<file path="config.mk">
export PLATFORM = sky130hd
export DESIGN_NAME = iter_divider
export DESIGN_NICKNAME = d
export VERILOG_FILES = /design/src/rtl/iter_divider.sv
export SDC_FILE = /design/constraint.sdc
export NUM_CORES = 1
export LEC_CHECK = 0
export ABC_AREA = 1
export BUFFER_PORTS_ARGS = -buffer_cell sky130_fd_sc_hd__buf_4
export CAP_MARGIN = 10
export CORE_MARGIN = 2
export CORE_UTILIZATION = 35
export DETAILED_ROUTE_END_ITERATION = 6
export GPL_ROUTABILITY_DRIVEN = 0
export GPL_TIMING_DRIVEN = 0
export HOLD_SLACK_MARGIN = 0.02
export MAX_ROUTING_LAYER = met4
export PLACE_DENSITY = 0.53
export SLEW_MARGIN = 30
export SYNTH_ARGS = -nofsm -noshare
export SYNTH_HDL_FRONTEND = slang
export SYNTH_SLANG_ARGS = --single-unit
</file>
<file path="constraint.sdc">
create_clock -name clk -period 4 [get_ports clk]
set_input_delay 0.8 -clock clk [delete_from_list [all_inputs] [get_ports clk]]
set_output_delay 0.8 -clock clk [all_outputs]
set_load 0.01 [all_outputs]
</file>
<file path="src/rtl/iter_divider.sv">
`default_nettype none
// ============================================================================
// Module   : iter_divider
// Purpose  : Multi-cycle iterative restoring divider for div/divu. Quotient is
//            destined for LO, remainder for HI. A start/busy/done handshake
//            lets the control unit stall the pipeline while busy is high.
// Ports    : clk         - system clock, rising edge
//            rst_n       - asynchronous active-low reset
//            start       - division request, sampled only while idle
//            sign        - 1 = signed (div), 0 = unsigned (divu)
//            dividend    - A operand, latched on accepted start
//            divisor     - B operand, latched on accepted start
//            busy        - high from the cycle after accept until done
//            done        - one-cycle pulse, results valid
//            quotient    - registered quotient, held until next done
//            remainder   - registered remainder, held until next done
//            div_by_zero - (ITER_DIVIDER_DBZ_FLAG_EN only) latched divisor was
//                          zero, registered with the results
// Options  : define ITER_DIVIDER_DBZ_FLAG_EN to add the div_by_zero output.
// Latency  : done is visible WIDTH+1 cycles after the accepting edge.
// Revision : 1.0 - initial release
// ============================================================================
module iter_divider #(
    parameter int WIDTH = 32
) (
    input  logic             clk,
    input  logic             rst_n,
    input  logic             start,
    input  logic             sign,
    input  logic [WIDTH-1:0] dividend,
    input  logic [WIDTH-1:0] divisor,
    output logic             busy,
    output logic             done,
    output logic [WIDTH-1:0] quotient,
    output logic [WIDTH-1:0] remainder
`ifdef ITER_DIVIDER_DBZ_FLAG_EN
    ,
    output logic             div_by_zero
`endif
);

    localparam int CNT_W = $clog2(WIDTH);
    localparam logic [CNT_W-1:0] C_LAST_STEP = CNT_W'(WIDTH - 1);
    localparam logic [WIDTH-1:0] C_ONE       = WIDTH'(1);

    typedef enum logic [1:0] {
        S_IDLE = 2'd0,
        S_CALC = 2'd1,
        S_FIX  = 2'd2
    } state_t;

    state_t           state_q, state_d;
    logic [CNT_W-1:0] count_q, count_d;
    logic [WIDTH-1:0] rem_q, rem_d;       // partial remainder (magnitude)
    logic [WIDTH-1:0] quo_q, quo_d;       // dividend shifting out, quotient shifting in
    logic [WIDTH-1:0] dvs_q, dvs_d;       // divisor magnitude
    logic [WIDTH-1:0] dvd_q, dvd_d;       // original dividend, returned on divide by zero
    logic             neg_quo_q, neg_quo_d;
    logic             neg_rem_q, neg_rem_d;
    logic             dbz_q, dbz_d;
    logic             busy_q, busy_d;
    logic             done_q, done_d;
    logic [WIDTH-1:0] quotient_q, quotient_d;
    logic [WIDTH-1:0] remainder_q, remainder_d;

    // Operand magnitudes. Negating on WIDTH bits and reading the result as
    // unsigned maps -2^(WIDTH-1) to +2^(WIDTH-1), so the most negative value
    // needs no extra bit.
    logic             w_dvd_neg, w_dvs_neg;
    logic [WIDTH-1:0] w_dvd_mag, w_dvs_mag;

    // One restoring step.
    logic [WIDTH:0]   w_shifted;
    logic             w_fits;
    logic [WIDTH-1:0] w_trial;

    always_comb begin
        w_dvd_neg = sign & dividend[WIDTH-1];
        w_dvs_neg = sign & divisor[WIDTH-1];
        w_dvd_mag = w_dvd_neg ? (~dividend + C_ONE) : dividend;
        w_dvs_mag = w_dvs_neg ? (~divisor + C_ONE) : divisor;

        w_shifted = {rem_q, quo_q[WIDTH-1]};
        w_fits    = (w_shifted >= {1'b0, dvs_q});
        // When the trial fits the true difference is below the divisor, so
        // the low WIDTH bits are exact.
        w_trial   = w_shifted[WIDTH-1:0] - dvs_q;
    end

    always_comb begin
        state_d     = state_q;
        count_d     = count_q;
        rem_d       = rem_q;
        quo_d       = quo_q;
        dvs_d       = dvs_q;
        dvd_d       = dvd_q;
        neg_quo_d   = neg_quo_q;
        neg_rem_d   = neg_rem_q;
        dbz_d       = dbz_q;
        busy_d      = busy_q;
        done_d      = 1'b0;
        quotient_d  = quotient_q;
        remainder_d = remainder_q;

        unique case (state_q)
            S_IDLE: begin
                if (start) begin
                    rem_d     = '0;
                    quo_d     = w_dvd_mag;
                    dvs_d     = w_dvs_mag;
                    dvd_d     = dividend;
                    neg_quo_d = w_dvd_neg ^ w_dvs_neg;
                    neg_rem_d = w_dvd_neg;
                    dbz_d     = (divisor == '0);
                    count_d   = '0;
                    busy_d    = 1'b1;
                    state_d   = S_CALC;
                end
            end

            S_CALC: begin
                rem_d   = w_fits ? w_trial : w_shifted[WIDTH-1:0];
                quo_d   = {quo_q[WIDTH-2:0], w_fits};
                count_d = count_q + CNT_W'(1);
                if (count_q == C_LAST_STEP) begin
                    state_d = S_FIX;
                end
            end

            S_FIX: begin
                // Divide by zero bypasses sign correction entirely; the
                // iteration result is discarded.
                if (dbz_q) begin
                    quotient_d  = '1;
                    remainder_d = dvd_q;
                end else begin
                    quotient_d  = neg_quo_q ? (~quo_q + C_ONE) : quo_q;
                    remainder_d = neg_rem_q ? (~rem_q + C_ONE) : rem_q;
                end
                done_d  = 1'b1;
                busy_d  = 1'b0;
                state_d = S_IDLE;
            end

            default: begin
                state_d = S_IDLE;
                busy_d  = 1'b0;
            end
        endcase
    end

    always_ff @(posedge clk or negedge rst_n) begin
        if (!rst_n) begin
            state_q     <= S_IDLE;
            count_q     <= '0;
            rem_q       <= '0;
            quo_q       <= '0;
            dvs_q       <= '0;
            dvd_q       <= '0;
            neg_quo_q   <= 1'b0;
            neg_rem_q   <= 1'b0;
            dbz_q       <= 1'b0;
            busy_q      <= 1'b0;
            done_q      <= 1'b0;
            quotient_q  <= '0;
            remainder_q <= '0;
        end else begin
            state_q     <= state_d;
            count_q     <= count_d;
            rem_q       <= rem_d;
            quo_q       <= quo_d;
            dvs_q       <= dvs_d;
            dvd_q       <= dvd_d;
            neg_quo_q   <= neg_quo_d;
            neg_rem_q   <= neg_rem_d;
            dbz_q       <= dbz_d;
            busy_q      <= busy_d;
            done_q      <= done_d;
            quotient_q  <= quotient_d;
            remainder_q <= remainder_d;
        end
    end

    assign busy      = busy_q;
    assign done      = done_q;
    assign quotient  = quotient_q;
    assign remainder = remainder_q;

`ifdef ITER_DIVIDER_DBZ_FLAG_EN
    logic dbz_flag_q, dbz_flag_d;

    always_comb begin
        dbz_flag_d = dbz_flag_q;
        if (state_q == S_FIX) begin
            dbz_flag_d = dbz_q;
        end
    end

    always_ff @(posedge clk or negedge rst_n) begin
        if (!rst_n) begin
            dbz_flag_q <= 1'b0;
        end else begin
            dbz_flag_q <= dbz_flag_d;
        end
    end

    assign div_by_zero = dbz_flag_q;
`endif

endmodule
`default_nettype wire

</file>
==> results of run 1 <==
-- registers in the layout, summed over array words and instances, names as in the netlist, 2 cells and up --
name       count
rem_q         32
dvs_q         32
remainder     32
count_q        5
state_q        2
quotient      32
dvd_q         32
quo_q         32
-- cells in the mapped netlist, drive strengths merged, types with 16 or more instances --
library cell  number
nor2             231
xor2              54
dfrtp            204
nand2            650
o21ai            112
nand4             48
buf               40
nor3              32
clkbuf            39
a22oi             30
a31oi             16
nand3            200
inv              307
nand3b            18
o211ai            16
a21oi             78
ha                38
-- layer usage --
layer | vias up | track usage, %
met5 | - | -
met4 | 0 | 6.80
met3 | 73 | 2.90
met2 | 514 | 39.8
met1 | 7039 | 36.2
li1 | 7335 | -
-- where the power goes --
part / internal [mW] / switching (mW)
registers: 2.86 / 0.925
clock network: 1.40 / 0.954
logic: 2.81 / 5.43
-- cells by family (layout without fill, tap and decap cells) --
group                    Yosys count  in the layout
AND/OR/NAND/NOR                 1205           1205
AO/OA/AOI/OAI                    280            280
adder cells (fa/ha/maj)           39             39
flip-flops                       204            204
XOR/XNOR                          64             64
buffers and inverters            387            569
-- cells in the final DEF, fill, tap and decap left out, types with 6 or more instances in the layout --
cell / instances
a21oi_1: 77
a22oi_1: 30
a31oi_1: 16
and2_1: 6
buf_1: 12
buf_2: 23
buf_4: 134
clkbuf_1: 44
clkbuf_16: 27
clkbuf_8: 6
clkinv_2: 7
dfrtp_1: 204
ha_1: 38
inv_1: 303
nand2_1: 645
nand3_1: 195
nand3b_1: 18
nand4_1: 48
nor2_1: 214
nor2_2: 14
nor3_1: 28
nor4_1: 6
o211ai_1: 16
o21ai_0: 109
o22ai_1: 10
or2_2: 12
xnor2_1: 10
xor2_1: 54
-- worst min path at each step --
stage	to	slack, ns	cells after the start
2_1_floorplan	dvd_q[5]	0.44	2
3_3_place_gp	dvd_q[12]	0.46	2
3_5_place_dp	dvd_q[12]	0.46	2
4_1_cts	remainder[5]	0.19	1
5_1_grt	remainder[5]	0.22	1
6_report	remainder[5]	0.19	1
-- area by class of cell --
cell class                      instances  area share, %
Inverter                              308           6.78
Timing Repair Buffer                  135           6.22
Multi-Input combinational cell       1588           46.1
Buffer                                 79           2.08
Clock buffer                           38           4.55
Clock inverter                          9          0.433
Tap cell                              532           3.90
Sequential cell                       204           29.9
-- stage by stage --
step | power [mW] | area (sq um) | hold slack (ns) | setup WS (ns) | std cells
floorplan | 9.21 | 14500 | 0.444 | 1.85 | 2179
global placement | 11.8 | 16100 | 0.463 | 0.552 | 2844
detailed placement | 11.9 | 16200 | 0.463 | 1.34 | 2846
CTS | 14.3 | 17100 | 0.186 | 1.43 | 2893
global route | 15.6 | 17100 | 0.225 | 1.23 | 2893
finish | 14.4 | 17100 | 0.186 | 1.43 | 2893
-- critical path: cells and delay by family (launching register included) --
family        cells  cell delay [ns]
flops             1             0.47
simple gates     10             0.95
fa+ha+maj         2             0.72
buf+inv           2             0.32
==> out/metrics.csv, run 1 <==
stage,metric,value,unit
synthesis,largest family of logic cells by synthesized area,simple AND/OR/NAND/NOR gates,
setup_path,crit path DAT,3.02,ns
synthesis,number of synthesized flops with an enable pin,0,
sta,final setup vio count,0,
clock_network,worst-skew pair later-pin latency,0.55,ns
sta,skew final,0.0132,ns
global_routing,largest net degree at the start of global routing,82,
detailed_routing,Routed WL per cell,18.7,um
synthesis,Syn Nets,2286,
power,PD cells,843,nW/um^2
power,Lkg Pwr,8.45,nW
synthesis,synthesized area,14500,sq um
final_layout,Reg area,5100,sq um
floorplan,I/O pins,134,
synthesis,post-synthesis xor/xnor area fraction,3.87,%
synthesis,sequential area share after synthesis,35.2,%
synthesis,Synth Area in Simple Gates,35.9,%
clock_network,CTS Buf Count,26,
sta,Max-slew headroom,45.2,%
sta,Slew Limit Fails,0,
detailed_routing,vias,14961,
clock_network,clock root cell,clkbuf_16,
sta,total negative setup slack,0,ns
detailed_routing,Detailed Route WL,54100,um
setup_path,r2r setup slk,1.43,ns
synthesis,Adder-Cell Fraction of Synth Area,3.42,%
detailed_routing,Via density,5.17,
final_layout,final net count,2449,
setup_path,nature of the critical path endpoint,register,
setup_path,Critical Path Sink,rem_q[26],
global_routing,antenna violations before repair,0,
clock_network,Clock Path Buffers,3,
global_routing,first-pass GRT wire length,84600,um
run,max-cap violations,0,
synthesis,top-area cell type share of the netlist area,35.2,%
synthesis,post-synthesis mux area share,0,%
global_routing,GRT Util Overall,25.9,%
detailed_routing,DR pass1 iterations,6,
final_layout,share of cells above drive strength 1,10.7,%
floorplan,initial core utilization,35.5,%
setup_path,critical path's largest stage delay,0.47,ns
setup_path,CP Launch Point,quo_q[31],
clock_network,PostCTS Resize Cnt,0,
final_layout,filler cell count in the final layout,4352,
clock_network,CTS tree,built,
synthesis,top_reg_cell synth,dfrtp_1,
floorplan,Core ar.,40800,sq um
synthesis,Cells after Synth,2179,
final_layout,area grow syn2layout,17.8,%
floorplan,Die X,207,um
sta,worst-margin pin slew,0.822,ns
setup_path,Worst EP required,4.45,ns
setup_path,reg2reg start,quo_q[31],
place,Detail Placement HPWL,43600,um
detailed_routing,Top Metal Used,met4,
clock_network,hold_buf cts,0,
setup_path,Worst Reg-to-Reg Cells,14,
setup_path,CP Class,reg -> reg,
worst_hold_path,worst min path class,in -> async,
clock_network,CTS Sinks,204,
sta,RSZ-0062 raised after global routing,false,
detailed_routing,wire length on met2,24100,um
outcome,status,"complete, no violations",
synthesis,Yosys Warn Count,0,
detailed_routing,Final ANT Viol Nets,0,
synthesis,Cell variety after synth,47,
setup_path,CP startpoint kind,register,
floorplan,die area,43000,sq um
sta,Final Hold Viols,0,
floorplan,die height,207,um
floorplan,row count,74,
sta,Max Clk Rate,0.388,GHz
detailed_routing,DR WL met3,3260,um
setup_path,"slowest stage cell, crit path",dfrtp_1,
final_layout,Multi-input gate area,7870,sq um
synthesis,Synth area leaders,"dfrtp_1 (35%), nand2_1 (17%), inv_1 (7.9%)",
detailed_routing,Residual DRC,0,
detailed_routing,Routed met1 length,25300,um
clock_network,H-tree Lvls,1,
setup_path,"most used cell, CP",nand2_1,
setup_path,crit path max fanout,4,
final_layout,fin util,41.8,%
clock_network,setup bufs post-CTS,0,
setup_path,worst flop-to-flop path endpoint,rem_q[26],
synthesis,async set-reset flop share out of synthesis,100,%
place,port bufs,133,
final_layout,# diodes,0,
power,Max VDD drop,0.424,mV
sta,Tmin final,2.57,ns
detailed_routing,drt first-iter violations,1469,
sta,final critical-path share of the clock period,64.4,%
synthesis,Synth Register Bits,204,
synthesis,"Avg Cell Area, Syn",6.65,sq um
global_routing,global route overflow,0,
synthesis,"area leader, netlist",dfrtp_1,
setup_path,crit path cell chain,inv_1 > ha_1 > inv_1 > fa_1 > nand2_1 > nand3b_1 > nand2_1 > nand2_1 > nand2_1 > nand3b_1 > nand2_1 > nand2_1 > nand3_1 > nand2_1,
synthesis,Synth Area in Compound Gates,11.2,%
clock_network,clock slew at reported path FFs,0.06,ns
global_routing,vias in the first global route,14391,
No activity file was read; power rests on OpenSTA's default activity.
==> inputs of run 2 (changes only) <==
==> constraint.sdc (replaced) <==
create_clock -name clk -period 2.4 [get_ports clk]
set_input_delay 0.48 -clock clk [delete_from_list [all_inputs] [get_ports clk]]
set_output_delay 0.48 -clock clk [all_outputs]
set_load 0.01 [all_outputs]
==> run 2 against run 1 <==
Combinational power grew 81%. Maximum frequency increased by 12%. Sequential share of layout area fell by 0.81 points. Highest routed layer unchanged.
==> out/metrics.csv, run 2 (synthesis gave the netlist of run 1 again) <==
stage,metric,value,unit
worst_hold_path,worst min path class,in -> reg,
clock_network,CTS Buf Count,26,
detailed_routing,Final ANT Viol Nets,0,
global_routing,GRT Util Overall,25.9,%
clock_network,CTS Sinks,204,
floorplan,Die X,207,um
final_layout,Non-Filler Instances,2907,
place,Detail Placement HPWL,43600,um
detailed_routing,Residual DRC,0,
sta,final critical-path share of the clock period,95.6,%
setup_path,CP startpoint kind,register,
final_layout,"commonest non-fill, non-tap cells in the layout","nand2_1 (643), inv_1 (296), nor2_1 (210), nand3_1 (192), dfrtp_1 (183)",
final_layout,cell area after layout,17600,sq um
sta,Slew Limit Fails,0,
place,DP Area,16200,sq um
sta,final setup vio count,0,
power,PD cells,1430,nW/um^2
detailed_routing,Via density,5.18,
place,dpl cells,2846,
setup_path,Worst Reg-to-Reg Cells,11,
sta,Final Hold Viols,0,
final_layout,final net count,2463,
floorplan,I/O pins,134,
clock_network,clock root cell,clkbuf_16,
sta,fin worst setup slack,0.106,ns
final_layout,Multi-input gate area,8290,sq um
place,port bufs,133,
setup_path,nature of the critical path endpoint,register,
power,Final Power,25.3,mW
final_layout,share of cells above drive strength 1,14.2,%
run,max-cap violations,0,
power,Max VDD drop,0.779,mV
global_routing,largest net degree at the start of global routing,82,
sta,Max-slew headroom,47.3,%
place,dpl ws,-0.161,ns
sta,worst-margin pin slew,0.790,ns
clock_network,H-tree Lvls,1,
outcome,status,"complete, no violations",
worst_hold_path,hold path depth,3,
global_routing,first-pass GRT wire length,84700,um
final_layout,Reg area,5130,sq um
clock_network,CTS tree,built,
clock_network,Clock Path Buffers,3,
power,Lkg Pwr,8.49,nW
final_layout,fin util,43.2,%
floorplan,Core ar.,40800,sq um
setup_path,crit path max fanout,6,
detailed_routing,Detailed Route WL,54600,um
sta,Max Clk Rate,0.436,GHz
floorplan,initial core utilization,35.5,%
detailed_routing,drt first-iter violations,1451,
global_routing,global route overflow,0,
final_layout,# diodes,0,
global_routing,antenna violations before repair,0,
final_layout,filler cell count in the final layout,4288,
global_routing,vias in the first global route,14402,
final_layout,"commonest non-fill, non-tap cell in the layout",nand2_1,
sta,skew final,0.0153,ns
detailed_routing,Routed WL per cell,18.8,um
sta,total negative setup slack,0,ns
sta,Tmin final,2.29,ns
final_layout,area grow syn2layout,21.7,%
floorplan,die height,207,um
clock_network,worst-skew pair later-pin latency,0.55,ns
setup_path,CP Class,reg -> reg,
floorplan,row count,74,
detailed_routing,vias,15052,
sta,WHS,0.212,ns
clock_network,clock slew at reported path FFs,0.06,ns
setup_path,Worst EP required,2.83,ns
setup_path,crit path DAT,2.72,ns
detailed_routing,DR pass1 iterations,6,
floorplan,die area,43000,sq um
-- run 2: final cells by class --
| class | instances | share of cell area (%) |
|---|---|---|
| Sequential cell | 204 | 29.1 |
| Inverter | 308 | 6.58 |
| Multi-Input combinational cell | 1588 | 47.0 |
| Clock inverter | 9 | 0.419 |
| Clock buffer | 38 | 4.41 |
| Tap cell | 532 | 3.78 |
| Buffer | 79 | 2.05 |
| Timing Repair Buffer | 149 | 6.63 |
-- run 2: what timing repair did --
action / CTS / global route
hold buffers: 1 / 0
buffers inserted: 1 / 12
pin swaps: 2 / 7
hold endpoints to repair: 58 / 0
resized for setup: 8 / 78
endpoints found under the setup margin: 22 / 43
-- run 2: path summary, 6_finish.rpt --
check | end | startpoint | slack, ns
setup / recovery | remainder[28] | rem_q[0] | 0.11
hold / removal | quo_q[31] | dividend[31] | 0.21
setup reg to reg | remainder[28] | rem_q[0] | 0.11
hold reg to reg | dvd_q[14] | dvd_q[14] | 0.48
max in group asynchronous | quotient[24] | rst_n | 1.11
min in group asynchronous | remainder[5] | rst_n | 0.46
-- run 2: power breakdown --
group | switching [mW] | internal, mW | total (mW) | leakage (nW)
logic | 9.35 | 5.55 | 14.9 | 5.77
registers | 1.63 | 4.80 | 6.44 | 2.30
clock network | 1.59 | 2.34 | 3.93 | 0.428
-- run 2: worst max-delay path, stage by stage, from the launching register on --
cell and delay [ns]:
dfrtp_2 0.49, inv_1 0.10, ha_1 0.19, nand3_2 0.13, nor3_1 0.50, nand3_1 0.14, nand2_1 0.08, nand2_1 0.05
nand2_1 0.05, o211ai_1 0.20, nand2_1 0.16, nand2_1 0.07
-- run 2: per-layer routing --
layer	vias to the layer above	GRT usage, %	part of all wire, %
li1	7374	-	-
met1	7049	36.2	46
met2	548	39.9	45
met3	81	2.89	6.5
met4	0	6.80	2.8
met5	-	-	0
